### config.mk
export PLATFORM = sky130hd
export DESIGN_NAME = lupdate
export DESIGN_NICKNAME = d
export VERILOG_FILES = /design/src/rtl/lupdate_pkg.sv /design/src/rtl/lupdate_delay3.sv /design/src/rtl/lupdate.sv
export SDC_FILE = /design/constraint.sdc
export NUM_CORES = 1
export LEC_CHECK = 0
export CAP_MARGIN = 30
export CORE_MARGIN = 2
export CORE_UTILIZATION = 56
export CTS_BUF_LIST = sky130_fd_sc_hd__clkbuf_8
export DETAILED_ROUTE_END_ITERATION = 8
export PLACE_DENSITY = 0.86
export SLEW_MARGIN = 10
export SYNTH_ARGS = -nofsm -noshare
export SYNTH_HDL_FRONTEND = slang
export SYNTH_HIERARCHICAL = 1
export SYNTH_SLANG_ARGS = --single-unit
### constraint.sdc
create_clock -name clk -period 7.8 [get_ports clk]
set_clock_uncertainty 0.1 [all_clocks]
set_input_delay 1.56 -clock clk [delete_from_list [all_inputs] [get_ports clk]]
set_output_delay 1.56 -clock clk [all_outputs]
set_load 0.005 [all_outputs]
### src/rtl/lupdate_pkg.sv
// Shared constants for the beacon-update filter: stream tags, FSM encoding,
// PTP header match values and word/field positions.
package lupdate_pkg;

  localparam int unsigned TAG_HI = 133;
  localparam int unsigned TAG_LO = 132;

  localparam logic [1:0] TAG_HEAD = 2'b01;
  localparam logic [1:0] TAG_MID  = 2'b11;
  localparam logic [1:0] TAG_TAIL = 2'b10;

  localparam logic [2:0] ST_IDLE  = 3'd0;
  localparam logic [2:0] ST_HDR   = 3'd1;
  localparam logic [2:0] ST_FWD   = 3'd2;
  localparam logic [2:0] ST_PARSE = 3'd3;
  localparam logic [2:0] ST_DROP  = 3'd4;

  localparam logic [47:0] CNC_MAC   = 48'h010203040506;
  localparam logic [15:0] PTP_ETYPE = 16'h88f7;

  localparam logic [3:0] WORD_HDR = 4'd2;
  localparam logic [3:0] WORD_CFG = 4'd6;
  localparam logic [3:0] WORD_MAX = 4'hf;

  localparam int unsigned DMAC_LSB  = 80;
  localparam int unsigned SMAC_LSB  = 32;
  localparam int unsigned ETYPE_LSB = 16;
  localparam int unsigned MSG_LSB   = 8;
  localparam int unsigned LMID_LSB  = 80;
  localparam int unsigned DIR_BIT   = 79;
  localparam int unsigned TOKEN_LSB = 32;

  typedef struct packed {
    logic         wr;
    logic [133:0] data;
    logic         vwr;
    logic         valid;
  } lu_beat_t;

  function automatic logic is_update(input logic [127:0] p,
                                     input logic [47:0]  local_mac,
                                     input logic [3:0]   msg_type);
    return (p[DMAC_LSB +: 48] == local_mac) &&
           (p[SMAC_LSB +: 48] == CNC_MAC) &&
           (p[ETYPE_LSB +: 16] == PTP_ETYPE) &&
           (p[MSG_LSB +: 4] == msg_type);
  endfunction

endpackage

### src/rtl/lupdate_delay3.sv
// Three-stage delay line for the forwarded stream; each stage carries its own
// word and packet-valid strobes so words can be retracted or re-flagged in flight.
module lu_delay3
  import lupdate_pkg::*;
(
  input  logic     clk_i,
  input  logic     rst_i,
  input  lu_beat_t beat_i,
  input  logic     kill_i,
  input  logic     mark_i,
  output lu_beat_t beat_o
);

  lu_beat_t s1_q, s2_q, s3_q;
  lu_beat_t s1_d, s2_d, s3_d;

  always_comb begin
    s1_d = beat_i;
    s2_d = s1_q;
    s3_d = s2_q;
    // Truncation flag rides on the youngest in-flight word, or goes out alone.
    if (mark_i) begin
      if (s1_q.wr) begin
        s2_d.vwr   = 1'b1;
        s2_d.valid = 1'b0;
      end else begin
        s3_d.vwr   = 1'b1;
        s3_d.valid = 1'b0;
      end
    end
    if (kill_i) begin
      s1_d.wr = 1'b0; s1_d.vwr = 1'b0; s1_d.valid = 1'b0;
      s2_d.wr = 1'b0; s2_d.vwr = 1'b0; s2_d.valid = 1'b0;
      s3_d.wr = 1'b0; s3_d.vwr = 1'b0; s3_d.valid = 1'b0;
    end
  end

  always_ff @(posedge clk_i) begin
    if (rst_i) begin
      s1_q <= '0;
      s2_q <= '0;
      s3_q <= '0;
    end else begin
      s1_q <= s1_d;
      s2_q <= s2_d;
      s3_q <= s3_d;
    end
  end

  assign beat_o = s3_q;

endmodule

### src/rtl/lupdate.sv
// Forwards non-update packets through a 3-word delay line with the module id
// stamped into word 0, and absorbs beacon-update packets into config registers.
//
// state | meaning
// IDLE  | between packets, waiting for a head
// HDR   | words 0..2 in flight, packet class not yet known
// FWD   | ordinary packet, forwarding to the tail
// PARSE | update packet, swallowing words and capturing word 6
// DROP  | stray words outside a packet, ignored until the next head
module lupdate
  import lupdate_pkg::*;
#(
  parameter logic [7:0] LMID       = 8'd12,
  parameter logic [3:0] MSG_UPDATE = 4'hd
) (
  input  logic         clk,
  input  logic         rst,
  input  logic         in_lu_data_wr,
  input  logic [133:0] in_lu_data,
  input  logic         in_lu_data_valid,
  input  logic         in_lu_data_valid_wr,
  input  logic [47:0]  in_local_mac_id,
  output logic         out_lu_data_wr,
  output logic [133:0] out_lu_data,
  output logic         out_lu_data_valid,
  output logic         out_lu_data_valid_wr,
  output logic [47:0]  direct_mac_addr,
  output logic         direction,
  output logic [31:0]  token_bucket_para,
  output logic         beacon_update_master,
  output logic [31:0]  update_cnt,
  output logic [31:0]  discard_cnt
);

  logic [2:0]  state_q, state_d;
  logic [3:0]  idx_q, idx_d;
  logic        cap_q, cap_d;
  logic [47:0] sh_mac_q, sh_mac_d;
  logic        sh_dir_q, sh_dir_d;
  logic [31:0] sh_tok_q, sh_tok_d;

  logic [47:0] mac_q;
  logic        dir_q;
  logic [31:0] tok_q;
  logic        beacon_q;
  logic [31:0] upd_cnt_q;
  logic [31:0] disc_cnt_q;

  logic         fwd, kill, mark, commit, discard;
  logic [1:0]   tag;
  logic         is_head, is_tail, is_body, hdr_upd;
  logic [127:0] payload;
  lu_beat_t     beat_in, beat_out;

  assign tag     = in_lu_data[TAG_HI:TAG_LO];
  assign payload = in_lu_data[127:0];
  assign is_head = (tag == TAG_HEAD);
  assign is_tail = (tag == TAG_TAIL);
  assign is_body = (tag == TAG_MID) || is_tail;
  assign hdr_upd = is_update(payload, in_local_mac_id, MSG_UPDATE);

  always_comb begin
    state_d  = state_q;
    idx_d    = idx_q;
    cap_d    = cap_q;
    sh_mac_d = sh_mac_q;
    sh_dir_d = sh_dir_q;
    sh_tok_d = sh_tok_q;
    fwd      = 1'b0;
    kill     = 1'b0;
    mark     = 1'b0;
    commit   = 1'b0;
    discard  = 1'b0;
    if (in_lu_data_wr) begin
      if (is_head) begin
        // A head always starts a fresh packet, closing whatever was open.
        mark    = (state_q == ST_HDR) || (state_q == ST_FWD);
        discard = (state_q == ST_PARSE);
        fwd     = 1'b1;
        state_d = ST_HDR;
        idx_d   = 4'd1;
        cap_d   = 1'b0;
      end else begin
        if (idx_q != WORD_MAX) idx_d = idx_q + 4'd1;
        case (state_q)
          ST_HDR: begin
            if (idx_q == WORD_HDR && hdr_upd) begin
              kill = 1'b1;
              if (is_tail) begin
                discard = 1'b1;
                state_d = ST_IDLE;
              end else begin
                state_d = ST_PARSE;
              end
            end else begin
              fwd = 1'b1;
              if (is_tail) state_d = ST_IDLE;
              else if (idx_q == WORD_HDR) state_d = ST_FWD;
            end
          end
          ST_FWD: begin
            fwd = 1'b1;
            if (is_tail) state_d = ST_IDLE;
          end
          ST_PARSE: begin
            if (idx_q == WORD_CFG) begin
              cap_d    = 1'b1;
              sh_mac_d = payload[DMAC_LSB +: 48];
              sh_dir_d = payload[DIR_BIT];
              sh_tok_d = payload[TOKEN_LSB +: 32];
            end
            if (is_tail) begin
              state_d = ST_IDLE;
              if (in_lu_data_valid && (cap_q || idx_q == WORD_CFG)) commit = 1'b1;
              else discard = 1'b1;
            end
          end
          default: begin
            if (is_body) state_d = ST_DROP;
          end
        endcase
      end
    end
  end

  always_comb begin
    beat_in.wr    = fwd;
    beat_in.data  = in_lu_data;
    beat_in.vwr   = fwd & in_lu_data_valid_wr;
    beat_in.valid = fwd & in_lu_data_valid_wr & in_lu_data_valid;
    if (is_head) beat_in.data[LMID_LSB +: 8] = LMID;
  end

  lu_delay3 u_delay (
    .clk_i  (clk),
    .rst_i  (rst),
    .beat_i (beat_in),
    .kill_i (kill),
    .mark_i (mark),
    .beat_o (beat_out)
  );

  always_ff @(posedge clk) begin
    if (rst) begin
      state_q    <= ST_IDLE;
      idx_q      <= '0;
      cap_q      <= 1'b0;
      sh_mac_q   <= '0;
      sh_dir_q   <= 1'b0;
      sh_tok_q   <= '0;
      mac_q      <= '0;
      dir_q      <= 1'b0;
      tok_q      <= '0;
      beacon_q   <= 1'b0;
      upd_cnt_q  <= '0;
      disc_cnt_q <= '0;
    end else begin
      state_q  <= state_d;
      idx_q    <= idx_d;
      cap_q    <= cap_d;
      sh_mac_q <= sh_mac_d;
      sh_dir_q <= sh_dir_d;
      sh_tok_q <= sh_tok_d;
      // sh_*_d already holds word 6 when the tail is word 6 itself.
      if (commit) begin
        mac_q     <= sh_mac_d;
        dir_q     <= sh_dir_d;
        tok_q     <= sh_tok_d;
        beacon_q  <= ~beacon_q;
        upd_cnt_q <= upd_cnt_q + 32'd1;
      end
      if (discard) disc_cnt_q <= disc_cnt_q + 32'd1;
    end
  end

  assign out_lu_data_wr       = beat_out.wr;
  assign out_lu_data          = beat_out.data;
  assign out_lu_data_valid    = beat_out.valid;
  assign out_lu_data_valid_wr = beat_out.vwr;
  assign direct_mac_addr      = mac_q;
  assign direction            = dir_q;
  assign token_bucket_para    = tok_q;
  assign beacon_update_master = beacon_q;
  assign update_cnt           = upd_cnt_q;
  assign discard_cnt          = disc_cnt_q;

endmodule

==> impl_metrics.toml <==
[status]
outcome = "completed"

[yosys]
yosysMostFrequentCell = "dfxtp_1"
syn_avg_cell_area_um2 = 10.9
synth.area.top_cells = "dfxtp_1 (61%), nor2b_1 (12%), nor2_1 (4.0%)"
netlist.area_leader.share_pct = 60.6
ys_async_sr_fraction_pct = 0
synth_nets = 2155
synth.distinct_cells = 54
yosysWarnings = 6
postSynthCellCount = 1961
synth_flop_cell = "dfxtp_1"
seq_area_frac_synth_pct = 60.6
synth_commonest_cells = "dfxtp_1 (646), nor2b_1 (408), nor2_1 (228)"
syn_area_um2 = 21300
ys_ff_latch = 646
yosysTopAreaCell = "dfxtp_1"
synth_edf_count = 0

[power_and_ir_drop]
p_per_area_nw_per_um2 = 233
power_w = 0.00655
irDropWorstVdd_v = 0.000154
leakagePower_nw = 11.1

[setup_path]
r2r_start = "idx_q[0]"
path_max_fanout = 14
required_ns = 8.25
crit_arrival_ns = 5.23
startpoint = "in_lu_data[58]"
path_class = "in -> reg"
start_kind = "input port"
end_kind = "flop"

[detailed_routing]
drtAntennaViolNets = 0
vias = 15200
wl_per_cell_um = 18.5
drc = 0
drt-vias-per-instance = 5.02
drt_iter0_drc = 687
routed_wl_um = 56000
drtPass1Iterations = 5

[grt]
grt_max_degree = 258
antenna_found_initial = 4
gr-usage-all-layers_pct = 27.3
overflow = 0
grt_pass1_vias = 15000
grt_pass1_wl_um = 82700

[floorplan]
num_rows = 71
initial_core_util_pct = 56.8
die_width_um = 199
dieArea_um2 = 39700
io_pins = 470
coreArea_um2 = 37600
die_height_um = 199

[timing]
hold_viol = 0
whs_ns = 0.317
rsz0062_at_grt = "no"
maxSlewViolCount = 0
fin_crit_sh_pct = 61.3
fmax_mhz = 209
tightest_slew_ns = 1.13
finalSetupTns_ns = 0
max_slew_margin_pct = 24.7
finalSetupViolations = 0
final.min_clock_period_ns = 4.78

[cts]
cts_tree = "done"
hold_buffers = 0
clockBufferDepth = 3
ctsResizeCount = 0
postCtsSetupBuffers = 0
cts.sinks = 646
cts_made_buffers = 98
root_buffer = "clkbuf_8"
htree_levels = 3
cts.clk_slew.worst_paths_ns = 0.06
clkLatencyLatePin_ns = 0.67

[place]
placed_area_um2 = 26000
routabilityCongestion = 0.961
portBuffers = 469
place_hpwl_um = 37800

[min_path]
min-delay-start = "u_delay/s2_q[136]"
hold_path_class = "reg -> reg"

[cells_and_area]
nets = 2623
layout-drive-gt1-share_pct = 8.45
postLayoutCellArea_um2 = 28100
synthToLayoutAreaGrowth_pct = 31.6

[job]
drv_cap = 0
worst max-delay path: stages:
cell and delay (ns):
clkdlybuf4s50_1 0.45, nor4bb_2 0.78, nand4_1 0.25, nor4_1 0.50, nand2_1 0.16, or4_1 0.89, a21oi_1 0.29, mux2_2 0.35
routing by layer:
metal  global-route usage (%)  part of all wire [%]  wire (µm)
met5                        0                 0.068         38
met1                     31.4                    39      22000
met3                     9.45                   8.8       4930
met2                     45.3                    48      26600
met4                     13.3                   4.2       2370
registers in the layout (all words and copies together), names as in the netlist:
signal                flops
u_delay/s1_q            137
u_delay/s2_q            137
cap_q                     1
token_bucket_para        32
sh_dir_q                  1
u_delay/beat_o          137
direction                 1
idx_q                     4
update_cnt               32
direct_mac_addr          48
beacon_update_master      1
discard_cnt              32
sh_mac_q                 48
sh_tok_q                 32
state_q                   3
report_power, final:
| group | switching [W] | total [W] | internal (W) |
|---|---|---|---|
| Clock | 0.00128 | 0.00280 | 0.00152 |
| Sequential | 0.0000224 | 0.00341 | 0.00339 |
| Combinational | 0.000155 | 0.000343 | 0.000187 |
| Total | 0.00146 | 0.00655 | 0.00509 |
cells in the final DEF, fill, tap and decap left out, drive strengths merged, types with 3 or more instances in the layout:
cell type / netlist / layout
nand2: 34 / 34
bufinv: 0 / 3
nand3: 26 / 26
nor4b: 7 / 7
mux2i: 82 / 82
and2: 11 / 11
nor4: 16 / 16
nand4: 27 / 27
nor2: 229 / 229
clkdlybuf4s50: 0 / 468
inv: 16 / 55
o21ai: 21 / 21
nor2b: 428 / 428
ha: 7 / 7
or4: 4 / 4
or2: 5 / 5
a21oi: 40 / 40
xnor2: 28 / 28
and3: 14 / 14
xor2: 45 / 45
mux2: 20 / 20
clkbuf: 60 / 122
nor3: 8 / 8
dfxtp: 646 / 646
or3: 21 / 21
nand4b: 3 / 3
clkinv: 0 / 14
buf: 51 / 13
a211oi: 85 / 85
kinds of logic (layout without fill, tap and decap cells):
logic type                 after synthesis  count (layout)  synth area share [%]
and+or+nand+nor                        845             845                  22.1
DFF                                    646             646                  60.6
AOI/OAI and AO/OA                      159             159                  5.09
buffers and inverters                  129             677                  3.86
muxes                                  102             102                  4.90
xor gates and xnor gates                73              73                  3.00
adders and majority gates                7               7                 0.411
other                                    0               2                     0
metrics by stage:
step	worst slack, ns	utilization, %	std cells
floorplan	3.67	-	1961
global placement	1.94	69.2	2837
detailed placement	2.29	69.2	2839
CTS	2.99	74.6	3019
global route	2.87	74.7	3020
finish	3.02	74.7	3022
layout make-up:
class / instances / area, µm²
diodes: 2 / 5.00
clock buffers: 122 / 1680
clock inverters: 58 / 358
fillers: 2471 / 9500
inverters: 16 / 60.1
multi-input cells: 1186 / 7590
flip-flops and latches: 646 / 12900
well taps: 511 / 639
repair buffers: 481 / 4820
path summary, 6_finish.rpt:
check / to / slack, ns / cells past startpoint
min: u_delay/beat_o[136] / 0.32 / 1
max reg2reg: discard_cnt[31] / 4.12 / 9
max: discard_cnt[31] / 3.02 / 8
min reg2reg: u_delay/beat_o[136] / 0.32 / 1
No activity file was read; power rests on OpenSTA's default activity.
